[config.mk]
export PLATFORM = sky130hd
export DESIGN_NAME = vlsu_req_sched
export DESIGN_NICKNAME = d
export VERILOG_FILES = /design/src/rtl/vlsu_req_sched.sv
export SDC_FILE = /design/constraint.sdc
export NUM_CORES = 1
export LEC_CHECK = 0
export CAP_MARGIN = 10
export CORE_AREA = 2 2 39 41
export CTS_CLUSTER_DIAMETER = 50
export DETAILED_ROUTE_END_ITERATION = 10
export DIE_AREA = 0 0 41 43
export DONT_BUFFER_PORTS = 1
export GPL_TIMING_DRIVEN = 0
export MAX_ROUTING_LAYER = met4
export PLACE_DENSITY = 0.47
export SYNTH_ARGS = -nofsm -noshare
export SYNTH_HDL_FRONTEND = slang
export SYNTH_SLANG_ARGS = --single-unit
[constraint.sdc]
create_clock -name clk_i -period 2.5 [get_ports clk_i]
set_input_delay 0.625 -clock clk_i [delete_from_list [all_inputs] [get_ports clk_i]]
set_output_delay 0.625 -clock clk_i [all_outputs]
set_load 0.01 [all_outputs]
[src/rtl/vlsu_req_sched.sv]
// ----------------------------------------------------------------------------
// vlsu_req_sched : load/store request arbiter feeding one registered VLSU slot
// Revision 1.0
// ----------------------------------------------------------------------------
`default_nettype none

module vlsu_req_sched #(
  parameter int unsigned MaxStOutstanding = 4,
  parameter bit          StrictOrder      = 1'b1,
  parameter type         vlsu_req_t       = logic
) (
  input  logic      clk_i,
  input  logic      rst_ni,
  input  logic      ld_req_valid_i,
  output logic      ld_req_ready_o,
  input  vlsu_req_t ld_req_i,
  input  logic      st_req_valid_i,
  output logic      st_req_ready_o,
  input  vlsu_req_t st_req_i,
  output logic      vlsu_req_valid_o,
  input  logic      vlsu_req_ready_i,
  output vlsu_req_t vlsu_req_o,
  input  logic      st_done_i,
  output logic      st_pending_o
);

  localparam int unsigned            c_cnt_w   = $clog2(MaxStOutstanding + 1);
  localparam logic [c_cnt_w-1:0]     c_cnt_max = c_cnt_w'(MaxStOutstanding);

  typedef enum logic [0:0] {
    ST_EMPTY = 1'b0,
    ST_FULL  = 1'b1
  } state_e;

  state_e             r_state;
  logic               r_is_store;
  logic               r_last_store;
  logic [c_cnt_w-1:0] r_cnt;
  vlsu_req_t          r_payload;

  logic w_can_load;
  logic w_buffered_store;
  logic w_st_elig;
  logic w_ld_elig;
  logic w_grant_st;
  logic w_grant_ld;
  logic w_grant;
  logic w_drain;
  logic w_cnt_dec;

  assign w_can_load       = (r_state == ST_EMPTY) || vlsu_req_ready_i;
  assign w_buffered_store = (r_state == ST_FULL) && r_is_store;
  assign w_st_elig        = st_req_valid_i && (r_cnt < c_cnt_max);

  generate
    if (StrictOrder) begin : g_strict
      assign w_ld_elig = ld_req_valid_i && (r_cnt == '0) && !w_buffered_store;
    end else begin : g_relaxed
      assign w_ld_elig = ld_req_valid_i;
    end
  endgenerate

  // Round-robin on contention: the source not granted most recently wins.
  always_comb begin
    w_grant_st = 1'b0;
    w_grant_ld = 1'b0;
    if (rst_ni && w_can_load) begin
      if (w_st_elig && w_ld_elig) begin
        w_grant_ld = r_last_store;
        w_grant_st = !r_last_store;
      end else begin
        w_grant_st = w_st_elig;
        w_grant_ld = w_ld_elig;
      end
    end
  end

  assign w_grant   = w_grant_st || w_grant_ld;
  assign w_drain   = (r_state == ST_FULL) && vlsu_req_ready_i;
  assign w_cnt_dec = st_done_i && (r_cnt != '0);

  assign ld_req_ready_o   = w_grant_ld;
  assign st_req_ready_o   = w_grant_st;
  assign vlsu_req_valid_o = (r_state == ST_FULL);
  assign vlsu_req_o       = r_payload;
  assign st_pending_o     = (r_cnt != '0) || w_buffered_store;

  always_ff @(posedge clk_i or negedge rst_ni) begin
    if (!rst_ni) begin
      r_state      <= ST_EMPTY;
      r_is_store   <= 1'b0;
      r_last_store <= 1'b1;
      r_cnt        <= '0;
    end else begin
      if (w_grant) begin
        r_state      <= ST_FULL;
        r_is_store   <= w_grant_st;
        r_last_store <= w_grant_st;
      end else if (w_drain) begin
        r_state <= ST_EMPTY;
      end

      if (w_grant_st && !w_cnt_dec) begin
        r_cnt <= r_cnt + c_cnt_w'(1);
      end else if (w_cnt_dec && !w_grant_st) begin
        r_cnt <= r_cnt - c_cnt_w'(1);
      end
    end
  end

  // Payload needs no reset: it is only observed while the slot is FULL.
  always_ff @(posedge clk_i) begin
    if (w_grant) begin
      r_payload <= w_grant_st ? st_req_i : ld_req_i;
    end
  end

`ifndef SYNTHESIS
  a_no_done_underflow : assert property (
    @(posedge clk_i) disable iff (!rst_ni) st_done_i |-> (r_cnt != '0)
  );
`endif

endmodule

`default_nettype wire

After elaboration in Yosys (flattened, before gate mapping)
Index checks and enable logic that the tools add are counted.
{"block": "op_classes", "n_addsub": 2, "n_lt_le_gt_ge": 1, "muxes": 9, "bitwise_logic": 1, "n_reduce_logical": 21}
{"op": "logical AND 1 bit", "n": 10}
{"op": "two-way mux 1 bit", "n": 7}
{"op": "two-way mux 3 bit", "n": 2}
{"op": "zero test 1 bit", "n": 4}
{"op": "nonzero test 2 bit", "n": 2}
{"op": "adder 3 x 1 -> 3 bit (second input constant)", "n": 1}
{"op": "zero test 3 bit", "n": 1}
{"op": "logical OR 1 bit", "n": 3}
{"op": "less-than comparator 3 bit (second input constant)", "n": 1}
{"op": "nonzero test 3 bit", "n": 1}
{"op": "subtractor 3 x 1 -> 3 bit (second input constant)", "n": 1}
{"op": "inverter 1 bit", "n": 1}
{"block": "word_totals", "ff_bits": 7, "out_inout_bits": 5, "wordCells": 39}

Longest topological paths before layout
Gate-level depths: netlist of run 1.
{"block": "logic_depth", "word_depth": 10, "depth_mapped": 10}

Least setup slack after synthesis of run 1
Ideal clock, no wire load.
{"block": "synth_path", "kind": "register -> register", "start": "reg r_state, in the netlist vlsu_req_valid_o", "end": "reg r_cnt[1]", "setup_ps": 125, "arrival_time_ps": 2169, "slack_ps": 207, "path_stages_with_launch": 9, "n_path_buf": 0, "period_less_slack_ps": 2293, "cell_sequence": "dfrtp_1 -> a2111oi_4 -> inv_2 -> o2111ai_2 -> inv_1 -> ha_1 -> inv_1 -> fa_1 -> mux2_2"}
{"block": "synth_via", "elab_chain_len": 9, "elab_cells_between_ends": 14}
{"element": "from (decl)", "line": "35", "source": "state_e r_state;"}
{"element": "from (signal assigned)", "line": "90", "source": "r_state <= ST_EMPTY;"}
{"element": "from (signal assigned)", "line": "96", "source": "r_state <= ST_FULL;"}
{"element": "from (signal assigned)", "line": "100", "source": "r_state <= ST_EMPTY;"}
{"element": "logical AND 1 bit", "line": "52", "source": "assign w_buffered_store = (r_state == ST_FULL) && r_is_store;"}
{"element": "zero test 1 bit", "line": "57", "source": "assign w_ld_elig = ld_req_valid_i && (r_cnt == '0) && !w_buffered_store;"}
{"element": "logical AND 1 bit", "line": "57"}
{"element": "logical AND 1 bit", "line": "68", "source": "if (w_st_elig && w_ld_elig) begin"}
{"element": "two-way mux 1 bit", "line": "68"}
{"element": "two-way mux 1 bit *", "line": "67", "source": "if (rst_ni && w_can_load) begin"}
{"element": "net st_req_ready_o", "line": "18", "source": "output logic st_req_ready_o,"}
{"element": "zero test 1 bit", "line": "105", "source": "end else if (w_cnt_dec && !w_grant_st) begin"}
{"element": "logical AND 1 bit", "line": "105"}
{"element": "nonzero test 2 bit (no line)"}
{"element": "to (signal assigned)", "line": "104", "source": "r_cnt <= r_cnt + c_cnt_w'(1);"}
{"element": "to (signal assigned)", "line": "106", "source": "r_cnt <= r_cnt - c_cnt_w'(1);"}
{"element": "to (decl)", "line": "38", "source": "logic [c_cnt_w-1:0] r_cnt;"}
Mark *: on every way through the listed nets, which the timed path passes. The rest lies on a longest branch.
A chain may end at the register's enable or synchronous reset.

Worst setup path in the final report of run 1
{"block": "layout_path", "start": "reg r_cnt[0]", "end": "reg r_cnt[1]"}
{"block": "layout_via", "elab_chain_len": 9, "elab_cells_between_ends": 19}
{"element": "parallel branches: the longest is 4 deep, another holds less-than comparator 3 bit"}
{"element": "two-way mux 1 bit *", "line": "68"}
{"element": "two-way mux 1 bit *", "line": "67"}
{"element": "net st_req_ready_o", "line": "18"}
{"element": "zero test 1 bit", "line": "105"}
{"element": "logical AND 1 bit", "line": "105"}
{"element": "nonzero test 2 bit (no line)"}
Mark *: on every way through the listed nets, which the timed path passes. The select of a mux whose other input is x is not followed.

==> reports/summary.log, run 1 <==
qor: run.cap_violations 0
qor: placement.dp.final_hpwl 619.3 µm
qor: layout.final_net_count 53
qor: logic_synthesis.postSynth.asyncResetShare 0.8571
qor: worst_setup_path.setup.worst_path.start_class register
qor: floorplan.die-width 41 µm
qor: layout.utilization 0.3508
qor: logic_synthesis.ys_dominant_reg_cell sky130_fd_sc_hd__dfrtp_1
qor: pwr.power_density_relative_to_cell_area 1152 nW/µm²
qor: floorplan.design.portCount 13
qor: timing.max_slew_margin 0.7637
qor: floorplan.die_height 43 µm
qor: floorplan.die_area 1763 µm²
qor: timing.fin_worst_skew 0.003999 ns
qor: clocking.cts_max_path_buffers 2
qor: clocking.postCtsHoldBufs 0
qor: timing.finalMaxSlewViolations 0
qor: global_routing.grt_max_degree 12
qor: logic_synthesis.synth_area 411.6 µm²
qor: logic_synthesis.netlist-cell-type-count 25
qor: layout.area_growth_syn_to_layout 17.93%
qor: floorplan.placement_rows 14
qor: logic_synthesis.synth-seq-area-share 0.4407
qor: worst_setup_path.reg2reg_setup_slack 0.15 ns
qor: route.drt-total-wl 745 µm
qor: worst_setup_path.cp_data_required_time 2.63 ns
qor: global_routing.antenna_found_initial 0
qor: floorplan.placeableCoreArea 1384 µm²
qor: worst_setup_path.worst_r2r_endpoint r_cnt[1]$_DFFE_PN0P_
qor: clocking.worstSkewPairLatency 0.24 ns
qor: logic_synthesis.number_of_flops_mapped_to_enable_cells_by_yosys 1
qor: timing.finalSetupViolCount 0
qor: global_routing.grt.overflow.total 0
qor: layout.drive_above_1_share 0.2857
qor: route.iter_0_drt_violations 12
qor: logic_synthesis.yosys_warnings 0
qor: worst_setup_path.crit_type register to register
qor: outcome.status completed
qor: clocking.clk_transition_reported_paths 0.05 ns
qor: global_routing.grt_pass1_vias 315
qor: route.route.detailed.wl_per_inst 12.84 µm
qor: pwr.vdd_drop_max 0.0003822 V
qor: clocking.cts-root-buf sky130_fd_sc_hd__clkbuf_4
qor: worst_setup_path.reg2regPathDepth 8
qor: worst_setup_path.worst-endpoint-arrival 2.48 ns
qor: route.vias_per_cell 5.000
qor: clocking.tritoncts yes
qor: worst_setup_path.critical_path.endpoint_type register
qor: clocking.htree_num_levels 1
qor: timing.timing.hold.ws 0.07273 ns
qor: timing.count_of_final_hold_check_violations 0
qor: route.route.antenna.remaining_nets 0
qor: layout.antennaDiodeCount 0
qor: placement.gp_congestion 0.6486
qor: layout.final_design_area_no_fill 485.5 µm²
qor: placement.port-buffer-count 0
qor: timing.max_slew.worst_pin.slew 0.3537 ns
qor: logic_synthesis.synthesis.instances 36
qor: timing.min_period 2.355 ns
qor: timing.fmaxAchievable 424.7 MHz
qor: min_path.path_category_of_the_worst_min_delay_check input port to asynchronous set/reset pin
qor: timing.timing.final.crit_share 0.9419
qor: global_routing.grt_util_all_layers 0.1207
qor: worst_setup_path.regToRegStartpoint r_cnt[0]$_DFFE_PN0P_
qor: route.detailroute.via_count 290
qor: placement.dpl_cell_area 431.7 µm²
qor: floorplan.start_util 0.2975
qor: clocking.cts_made_buffers 3
qor: route.remaining_drc_errors 0
qor: route.drt_first_pass_iters 3
qor: logic_synthesis.synth.net_count 46
qor: clocking.cts.sink_count 7
qor: worst_setup_path.crit_fanout 4
qor: pwr.p_leak 0.1898 nW
qor: logic_synthesis.synth_register_bits 7
qor: logic_synthesis.post_syn_area_per_cell 11.43 µm²
qor: global_routing.grt_pass1_wl 1.345 mm
[cell families (layout without fill, tap and decap cells)]
kind of cell               count (synthesis)  in the layout  synth area share
AOI/OAI and AO/OA                          7              7            0.1915
xor gates and xnor gates                   3              3           0.06384
adders and majority gates                  2              2           0.07902
buffers and inverters                      4             10           0.03646
DFF                                        7              7            0.4407
muxes                                      2              2           0.05471
and+or+nand+nor                           11             11            0.1337
[metrics by stage]
stage	TNS [ns]	setup slack (ns)	std cells	power (mW)
2_1_floorplan	0	0.2066	36	0.3924
3_3_place_gp	0	0.07323	52	0.4188
3_5_place_dp	0	0.04703	52	0.4336
4_1_cts	0	0.03610	56	0.5367
5_1_grt	-0.008608	-0.008608	58	0.6148
6_report	0	0.1453	58	0.5595
[layer usage]
metal	vias to the layer above	track usage	share of wire
met5	-	-	0
met3	2	0.04188	0.072
met1	142	0.1333	0.39
li1	139	-	-
met2	7	0.1656	0.53
met4	0	0.1000	0.0054
[flip-flops by register name (all words and copies together), names as in the netlist]
register and cells:
r_cnt 3, r_is_store 1, r_last_store 1, vlsu_req_o 1, vlsu_req_valid_o 1
[worst max-delay path: stages (launching register included)]
cell,delay (ns)
sky130_fd_sc_hd__dfrtp_2,0.44
sky130_fd_sc_hd__a2111oi_4,0.40
sky130_fd_sc_hd__inv_2,0.12
sky130_fd_sc_hd__o2111ai_4,0.22
sky130_fd_sc_hd__inv_2,0.09
sky130_fd_sc_hd__ha_1,0.23
sky130_fd_sc_hd__inv_1,0.07
sky130_fd_sc_hd__fa_1,0.40
sky130_fd_sc_hd__mux2_2,0.27
[worst max-delay path by stage]
| stage | startpoint | endpoint | depth (start not counted) |
|---|---|---|---|
| floorplan | vlsu_req_valid_o$_DFFE_PN0P_ | r_cnt[1]$_DFFE_PN0P_ | 8 |
| global route | vlsu_req_valid_o$_DFFE_PN0P_ | r_cnt[1]$_DFFE_PN0P_ | 8 |
| detailed placement | vlsu_req_valid_o$_DFFE_PN0P_ | r_cnt[1]$_DFFE_PN0P_ | 8 |
| finish | r_cnt[0]$_DFFE_PN0P_ | r_cnt[1]$_DFFE_PN0P_ | 8 |
| CTS | r_cnt[0]$_DFFE_PN0P_ | r_cnt[1]$_DFFE_PN0P_ | 8 |
| global placement | vlsu_req_valid_o$_DFFE_PN0P_ | r_cnt[1]$_DFFE_PN0P_ | 8 |
[report_power, final]
group	internal, mW	switching (mW)	leakage [nW]
clock	0.0606	0.0370	0.0150
sequential	0.174	0.0736	0.0764
combinational	0.116	0.0983	0.0984
[synthesized netlist by cell type, types with 2 or more instances]
| library cell | count | area share |
|---|---|---|
| sky130_fd_sc_hd__nor2b_1 | 2 | 0.030 |
| sky130_fd_sc_hd__inv_1 | 3 | 0.027 |
| sky130_fd_sc_hd__xor2_1 | 2 | 0.043 |
| sky130_fd_sc_hd__nor2_1 | 2 | 0.018 |
| sky130_fd_sc_hd__dfrtp_1 | 5 | 0.30 |
| sky130_fd_sc_hd__nand2_1 | 3 | 0.027 |
[final cells by class]
cell class                 count  area (µm²)
clock buffer                   4       26.28
fill                         148       898.4
inverter                       4       15.01
multi-input combinational     25       226.5
sequential                     7       182.7
tap                           16       20.02
timing repair buffer           2       15.01
[what timing repair did]
action	CTS	global route
setup buffers	0	2
setup endpoints to repair	0	1
resized for setup	0	3
hold endpoints to repair	0	0
[cells in the final DEF, fill, tap and decap left out, types with 2 or more instances in the layout]
cell type	count
sky130_fd_sc_hd__inv_2	2
sky130_fd_sc_hd__nor2_1	2
sky130_fd_sc_hd__clkbuf_4	3
sky130_fd_sc_hd__inv_1	2
sky130_fd_sc_hd__nand2_1	3
sky130_fd_sc_hd__dfrtp_1	4
sky130_fd_sc_hd__nor2b_1	2
sky130_fd_sc_hd__buf_4	2
sky130_fd_sc_hd__xor2_1	2
No activity file was read; power rests on OpenSTA's default activity.
==> run 2, diff against run 1 <==
--- a/config.mk
+++ b/config.mk
@@ -17,3 +17,4 @@
 export SYNTH_ARGS = -nofsm -noshare
 export SYNTH_HDL_FRONTEND = slang
 export SYNTH_SLANG_ARGS = --single-unit
+export TNS_END_PERCENT = 100
==> results of run 2 <==
The final DEF is identical to that of run 1; final timing and power are the same.
